$ cat src/rtl/multi_rate_divider_pkg.sv
// multi_rate_divider_pkg: shared defaults and clock constants for the multi-rate divider
package multi_rate_divider_pkg;
    localparam int          SYS_CLK_HZ      = 100_000_000;
    localparam int          CNT_W_DEF       = 32;
    localparam int unsigned DEFAULT_DIV_DEF = 50_000_000;
endpackage

$ cat src/rtl/divider_channel.sv
// divider_channel: one divide-by-D channel with deferred divisor update, tick and square-wave outputs
module divider_channel
    import multi_rate_divider_pkg::*;
#(
    parameter int          CNT_W       = CNT_W_DEF,
    parameter int unsigned DEFAULT_DIV = DEFAULT_DIV_DEF
) (
    input  logic             clk_i,
    input  logic             rst_i,
    input  logic             en_i,
    input  logic [CNT_W-1:0] div_i,
    input  logic             load_i,
    input  logic             sync_i,
    output logic             tick_o,
    output logic             divclk_o
);
    logic [CNT_W-1:0] div_q, div_d, pval_q, pval_d, cnt_q, cnt_d, lim;
    logic             pend_q, pend_d, tick_q, tick_d, clk_q, clk_d, pend_now, term, apply;

    // A load in the same cycle as an apply point is folded in, so the newest value wins
    always_comb begin
        lim      = (div_q == '0) ? '0 : div_q - 1'b1;
        pval_d   = load_i ? div_i : pval_q;
        pend_now = load_i | pend_q;
        term     = en_i && (cnt_q >= lim);
        apply    = pend_now && (sync_i || !en_i || term);
        div_d    = apply ? pval_d : div_q;
        pend_d   = pend_now && !apply;
        cnt_d    = (sync_i || term || (apply && !en_i)) ? '0 : en_i ? cnt_q + 1'b1 : cnt_q;
        tick_d   = !sync_i && term;
        clk_d    = sync_i ? 1'b0 : clk_q ^ term;
    end

    always_ff @(posedge clk_i) begin
        if (rst_i) begin
            div_q  <= CNT_W'(DEFAULT_DIV);
            pval_q <= '0;
            pend_q <= 1'b0;
            cnt_q  <= '0;
            tick_q <= 1'b0;
            clk_q  <= 1'b0;
        end else begin
            div_q  <= div_d;
            pval_q <= pval_d;
            pend_q <= pend_d;
            cnt_q  <= cnt_d;
            tick_q <= tick_d;
            clk_q  <= clk_d;
        end
    end

    assign tick_o   = tick_q;
    assign divclk_o = clk_q;
endmodule

$ cat src/rtl/multi_rate_divider.sv
// multi_rate_divider: NUM_CH independent programmable clock dividers sharing one sync strobe
module multi_rate_divider
    import multi_rate_divider_pkg::*;
#(
    parameter int          NUM_CH      = 4,
    parameter int          CNT_W       = CNT_W_DEF,
    parameter int unsigned DEFAULT_DIV = DEFAULT_DIV_DEF
) (
    input  logic                    sysclk,
    input  logic                    reset,
    input  logic [NUM_CH-1:0]       enable,
    input  logic [NUM_CH*CNT_W-1:0] div_val,
    input  logic [NUM_CH-1:0]       div_load,
    input  logic                    sync,
    output logic [NUM_CH-1:0]       tick,
    output logic [NUM_CH-1:0]       divclk
);
    for (genvar i = 0; i < NUM_CH; i++) begin : g_ch
        divider_channel #(.CNT_W(CNT_W), .DEFAULT_DIV(DEFAULT_DIV)) u_ch (
            .clk_i    (sysclk),
            .rst_i    (reset),
            .en_i     (enable[i]),
            .div_i    (div_val[i*CNT_W +: CNT_W]),
            .load_i   (div_load[i]),
            .sync_i   (sync),
            .tick_o   (tick[i]),
            .divclk_o (divclk[i])
        );
    end
endmodule

$ cat config.mk
export PLATFORM = sky130hd
export DESIGN_NAME = multi_rate_divider
export DESIGN_NICKNAME = d
export VERILOG_FILES = /design/src/rtl/multi_rate_divider_pkg.sv /design/src/rtl/divider_channel.sv /design/src/rtl/multi_rate_divider.sv
export SDC_FILE = /design/constraint.sdc
export NUM_CORES = 1
export LEC_CHECK = 0
export ABC_AREA = 1
export BUFFER_PORTS_ARGS = -buffer_cell sky130_fd_sc_hd__clkbuf_2
export CORE_MARGIN = 10
export CORE_UTILIZATION = 61
export CTS_BUF_LIST = sky130_fd_sc_hd__clkbuf_4
export DETAILED_ROUTE_END_ITERATION = 12
export PLACE_DENSITY = 0.85
export SLEW_MARGIN = 20
export SYNTH_ARGS = -nofsm -noshare
export SYNTH_HDL_FRONTEND = slang
export SYNTH_SLANG_ARGS = --single-unit
$ cat constraint.sdc
create_clock -name sysclk -period 6.1 [get_ports sysclk]
set_input_delay 0.305 -clock sysclk [delete_from_list [all_inputs] [get_ports sysclk]]
set_output_delay 0.305 -clock sysclk [all_outputs]
set_load 0.02 [all_outputs]
; Yosys cells after proc, flatten, opt, wreduce, memory -nomap -nowiden
; Index checks and enable logic that the tools add are counted.
[word_totals]
reg_bits = 396
latchBits = 0
ram_bits = 0
rom_bits = 0
output_inout_bits = 8
n_memories = 0
[classes]
n_addsub = 8
multipliers = 0
div_mod_pow = 0
n_lt_le_gt_ge = 4
n_eq_ne = 0
n_shift = 0
mux = 8
bitwise_logic = 8
reduce_logical = 54
[op_table]
columns = cell, n
row1 = two-way mux 32 bit, 8
row2 = "adder 32 x 1 -> 32 bit, second input constant", 4
row3 = greater-or-equal comparator 32 bit, 4
row4 = zero test 32 bit, 4
row5 = "subtractor 32 x 1 -> 32 bit, second input constant", 4
row6 = logical AND 1 bit, 20
row7 = logical OR 1 bit, 16
row8 = OR reduction 2 bit, 5
row9 = zero test 1 bit, 9
row10 = OR 1 bit, 4
row11 = XOR 1 bit, 4

; Logic depth before layout (Yosys ltp)
[depth]
depth_word = 9
depth_mapped = 25
ltp_nobuf = 23

; By module
; A second synthesis with hierarchy kept.
[unflattened]
cells_unflattened = 3276
hier_area_um2 = 23337.4
[by_module_without_submodules]
columns = module, n_inst, cells_each, area_per_inst_um2
row1 = divider_channel (g_ch[3].u_ch), 1, 834, 5918.2
row2 = divider_channel (g_ch[0].u_ch), 1, 821, 5845.6
row3 = divider_channel (g_ch[2].u_ch), 1, 815, 5801.8
row4 = divider_channel (g_ch[1].u_ch), 1, 806, 5771.8

; Least setup slack after synthesis
; OpenSTA, ideal clock, no wires.
[synth_path]
path_kind = flip-flop to flip-flop
start = register g_ch[0].u_ch.div_q[8]
end = register g_ch[0].u_ch.div_q[10]
setup_time_ps = 115
t_arrival_ps = 2688
path_slack_ps = 3297
stages_incl_launch_ff = 18
period_less_slack_ps = 2803
cell_sequence = dfxtp_1 or2_1 nor3_4 nand4_2 nor2_4 inv_2 nor2_4 or2_2 nand3_1 ha_1 a21oi_1 o21a_1 nand2_1 a21oi_1 nand3_2 buf_2 a21oi_1 nor2_1
[synth_between]
elab_chain_len = 6
[synth_rtl]
columns = item, line
row1 = from (decl), divider_channel.sv:17  ; logic [CNT_W-1:0] div_q, div_d, pval_q, pval_d, cnt_q, cnt_d, lim;
row2 = from (signal assigned), divider_channel.sv:36  ; div_q <= CNT_W'(DEFAULT_DIV);
row3 = from (signal assigned), divider_channel.sv:43  ; div_q <= div_d;
row4 = subtractor 32 x 1 -> 32 bit or zero test 32 bit (tied branches), divider_channel.sv:22  ; lim = (div_q == '0) ? '0 : div_q - 1'b1;
row5 = two-way mux 32 bit *, divider_channel.sv:22
row6 = greater-or-equal comparator 32 bit *, divider_channel.sv:25  ; term = en_i && (cnt_q >= lim);
row7 = logical AND 1 bit *, divider_channel.sv:25
row8 = logical OR 1 bit *, divider_channel.sv:26  ; apply = pend_now && (sync_i || !en_i || term);
row9 = logical AND 1 bit *, divider_channel.sv:26
; Mark *: on every way between the ends. The rest lies on a longest branch, timed or not.
; A chain may end at the register's enable or synchronous reset.

; Final worst setup path
[layout_path]
start = register g_ch[1].u_ch.div_q[21]
end = register g_ch[1].u_ch.div_q[23]
[layout_between]
elab_chain_len = 6
[layout_rtl]
columns = item, line
row1 = from (decl), divider_channel.sv:17
row2 = from (signal assigned), divider_channel.sv:36
row3 = from (signal assigned), divider_channel.sv:43
row4 = subtractor 32 x 1 -> 32 bit or zero test 32 bit (tied branches), divider_channel.sv:22
row5 = two-way mux 32 bit *, divider_channel.sv:22
row6 = greater-or-equal comparator 32 bit *, divider_channel.sv:25
row7 = logical AND 1 bit *, divider_channel.sv:25
row8 = logical OR 1 bit *, divider_channel.sv:26
row9 = logical AND 1 bit *, divider_channel.sv:26
; Marked as above.

==> impl_metrics.csv <==
group,metric,value,unit
yosys,ys_types,47,
sta,skew,0.0722,ns
sta,rsz0062_at_grt,"no",
placed_design,portBuffers,146,
setup_path,path_cells,"nor2_1 > nand2_1 > nor2_1 > nand3_1 > nor2_1 > inv_1 > nand3_1 > ha_1 > a21oi_1 > o21ai_0 > nand2_1 > nand2_1 > a21oi_1 > nand3_2 > nand2_1 > nand2_1 > nand3_1",
final_layout,num-nets-final,3917,
final_layout,ff_latch_area,7930,um2
sta,worstMarginPinSlew,1.09,ns
cts,tritoncts,"done",
sta,finalSetupViolCount,0,
setup_path,cp_slowest_stage_delay,0.60,ns
yosys,syn_area,23500,um2
worst_hold_path,hp-class,"in -> reg",
yosys,netlist_instances,3341,
cts,insertion_delay,0.85,ns
setup_path,rr_endpoint,"g_ch[1].u_ch.div_q[23]$_SDFFE_PP1P_",
cts,cts_made_buffers,103,
placed_design,dpl-instance-area,24400,um2
floorplanning,die_y,216,um
cts,clk_pin_slew,0.08,ns
floorplanning,die-area,46800,um2
setup_path,critPathBufInv,1,
route,drtIter0Drc,1861,
sta,slew_violations,0,
setup_path,arrival,4.90,ns
yosys,async_flop_share,0,%
sta,fin_ws,1.97,ns
floorplanning,rows,71,
global_route,use_met2,48.1,%
route,vias,23400,
sta,max_slew_margin,27.6,%
route,routed_wl,68.3,mm
power_and_ir_drop,power_density,225,nW/um2
setup_path,end_kind,"register",
placed_design,hpwl,43.8,mm
setup_path,cp_slowest_cell,"nand2_1",
global_route,gr-usage-all-layers,28.4,%
placed_design,dp_slack,2.11,ns
yosys,syn_area_per_cell,7.05,um2
worst_hold_path,whs_endpoint,"g_ch[3].u_ch.pval_q[23]$_SDFF_PP0_",
final_layout,stdcell_area,27300,um2
setup_path,r2r_start,"g_ch[1].u_ch.div_q[21]$_SDFFE_PP1P_",
yosys,yosysWarnings,0,
cts,cts_root_buf,"clkbuf_4",
cts,h-tree-depth,3,
sta,whs,0.0275,ns
global_route,overflow,0,
power_and_ir_drop,switching_power,1900,uW
cts,postCtsSetupBuffers,0,
global_route,grt_first_pass_wirelength,111,mm
setup_path,cpMostUsedCell,"nand2_1",
route,firstDrtPassIters,7,
power_and_ir_drop,comb_power_share,16.1,%
route,route.detailed.drc,0,
global_route,globalRouteMet3Util,5.93,%
global_route,antenna_found_initial,9,
setup_path,crit_required,6.87,ns
cts,cts.sinks,396,
yosys,synth_ff_type,"dfxtp_1",
global_route,use_met1,33.0,%
setup_path,rrSetupSlack,1.97,ns
yosys,synth-seq-area-share,33.7,%
global_route,grt_max_degree,97,
route,wl_per_cell,16.1,um
worst_hold_path,hp-start,"reset",
final_layout,area_growth,15.9,%
sta,period_share,67.8,%
setup_path,startpoint_type,"register",
cts,clk_path_buf_depth,3,
sta,post-route-min-period,4.13,ns
cts,cts_resized,0,
job,maxCapViolCount,0,
floorplanning,core_area,37800,um2
floorplanning,start_util,62.2,%
floorplanning,ios,147,
yosys,synth_edf_count,0,
setup_path,crit_family,"simple AND/OR/NAND/NOR gates",
final_layout,fillers,3042,
route,avgViaCountPerCell,5.52,
power_and_ir_drop,p_clk_share,37.7,%
floorplanning,die_x,216,um
setup_path,crit_fanout,30,
yosys,syn-num-nets,3620,
power_and_ir_drop,swShare,31.0,%
setup_path,path_depth,17,
power_and_ir_drop,p_int,4230,uW
sta,finalHoldViolCount,0,
yosys,ys_ff_latch,396,
final_layout,drive_gt1_share,12.3,%
power_and_ir_drop,power_leakage,0.0126,uW
final_layout,multi_input_comb_area,13900,um2
worst_hold_path,whs_path_depth,2,
outcome,status,"complete, no violations",
route,drtAntennaViolNets,0,
global_route,grt-busiest-layer,"met2",
power_and_ir_drop,max-vdd-ir-drop,0.234,mV
sta,fmax,242,MHz
global_route,grt_pass1_vias,22400,
power_and_ir_drop,total_power,6140,uW
sta,tns,0,ns
power_and_ir_drop,sequentialPowerShare,46.2,%
setup_path,r2r_cells,17,
placed_design,gp_congestion,0.958,
setup_path,path_class,"reg -> reg",
-- per-stage QoR --
stage,utilization [%],std cells
6_report,72.1,4240
5_1_grt,72.1,4239
4_1_cts,72.0,4229
3_5_place_dp,64.6,3890
3_3_place_gp,64.6,3890
2_1_floorplan,-,3341
-- cell families after synthesis --
kind of cell	after synthesis	synth area share (%)
fa+ha+maj	140	7.44
buf+inv	414	7.16
compound gates	250	5.74
mux	128	5.44
simple gates	1896	36.2
xor+xnor	117	4.35
flops	396	33.7
-- Yosys cell counts (3+ instances only) --
library cell,instances,area share [%]
nand4_1,62,1.6
nor3_4,9,0.62
nor2_2,20,0.53
o211ai_1,5,0.16
nand3_2,10,0.43
a21o_1,15,0.48
nand2_1,640,10
or2_0,3,0.080
a21oi_1,175,3.7
mux2i_1,128,5.4
nand2_2,10,0.27
o21a_1,8,0.26
nand2_4,3,0.14
xnor2_1,37,1.4
buf_4,12,0.38
nor2_4,10,0.48
xor2_1,80,3.0
nor2_1,647,10
dfxtp_1,396,34
o21bai_1,8,0.26
buf_2,52,1.1
ha_1,140,7.4
nor3_2,6,0.26
inv_1,274,4.4
nor4_1,16,0.43
nor3_1,75,1.6
nand3_1,278,5.9
inv_2,16,0.26
buf_1,23,0.37
nand3b_1,51,1.6
o21ai_0,35,0.74
or2_2,42,1.1
clkbuf_1,32,0.51
-- power groups by stage --
stage	logic, uW	clock network [uW]	registers [uW]
6_report	987	2310	2840
5_1_grt	1110	2470	2850
4_1_cts	946	2310	2830
3_5_place_dp	860	0	2880
3_3_place_gp	839	0	2880
2_1_floorplan	667	0	2840
-- layer usage --
| metal | up-vias | routed length, um |
|---|---|---|
| li1 | 11600 | - |
| met3 | 285 | 4640 |
| met5 | - | 0 |
| met4 | 0 | 3670 |
| met1 | 10600 | 27500 |
| met2 | 963 | 32400 |
-- what timing repair did --
item,in CTS,in global routing
setup endpoints to repair,0,0
hold endpoints to repair,280,0
hold buffers,154,0
-- final cells by class --
class | instances | share of cell area (%)
antenna | 11 | 0.101
tap | 511 | 2.34
sequential | 396 | 29.1
timing repair buffer | 313 | 8.69
clock inverter | 44 | 0.807
clock buffer | 141 | 3.88
multi-input combinational | 2531 | 51.1
inverter | 293 | 4.06
-- sequential cells by signal, summed over array words and instances (netlist names) --
| signal | flops |
|---|---|
| g_ch.u_ch.tick_o | 4 |
| g_ch.u_ch.div_q | 128 |
| g_ch.u_ch.pval_q | 128 |
| g_ch.u_ch.divclk_o | 4 |
| g_ch.u_ch.cnt_q | 128 |
| g_ch.u_ch.pend_q | 4 |
-- cell usage in the layout, fill, tap and decap left out, types with 80 or more instances in the layout --
| cell type | Yosys | routed |
|---|---|---|
| nor2_1 | 647 | 647 |
| a21oi_1 | 175 | 175 |
| nand3_1 | 278 | 278 |
| clkbuf_4 | 0 | 141 |
| dfxtp_1 | 396 | 396 |
| dlygate4sd3_1 | 0 | 154 |
| mux2i_1 | 128 | 128 |
| nand2_1 | 640 | 638 |
| clkbuf_2 | 0 | 145 |
| ha_1 | 140 | 140 |
| xor2_1 | 80 | 80 |
| inv_1 | 274 | 273 |
-- worst max path at each step --
stage,end,from
after floorplan,g_ch[0].u_ch.div_q[10]$_SDFFE_PP0P_,g_ch[0].u_ch.div_q[8]$_SDFFE_PP0P_
after global placement,g_ch[1].u_ch.div_q[20]$_SDFFE_PP1P_,g_ch[1].u_ch.div_q[0]$_SDFFE_PP0P_
after detailed placement,g_ch[1].u_ch.div_q[19]$_SDFFE_PP1P_,g_ch[1].u_ch.div_q[0]$_SDFFE_PP0P_
after CTS,g_ch[1].u_ch.div_q[17]$_SDFFE_PP1P_,g_ch[1].u_ch.div_q[0]$_SDFFE_PP0P_
after global routing,g_ch[1].u_ch.div_q[19]$_SDFFE_PP1P_,g_ch[1].u_ch.div_q[0]$_SDFFE_PP0P_
final,g_ch[1].u_ch.div_q[23]$_SDFFE_PP1P_,g_ch[1].u_ch.div_q[21]$_SDFFE_PP1P_
No activity file was read; power rests on OpenSTA's default activity.
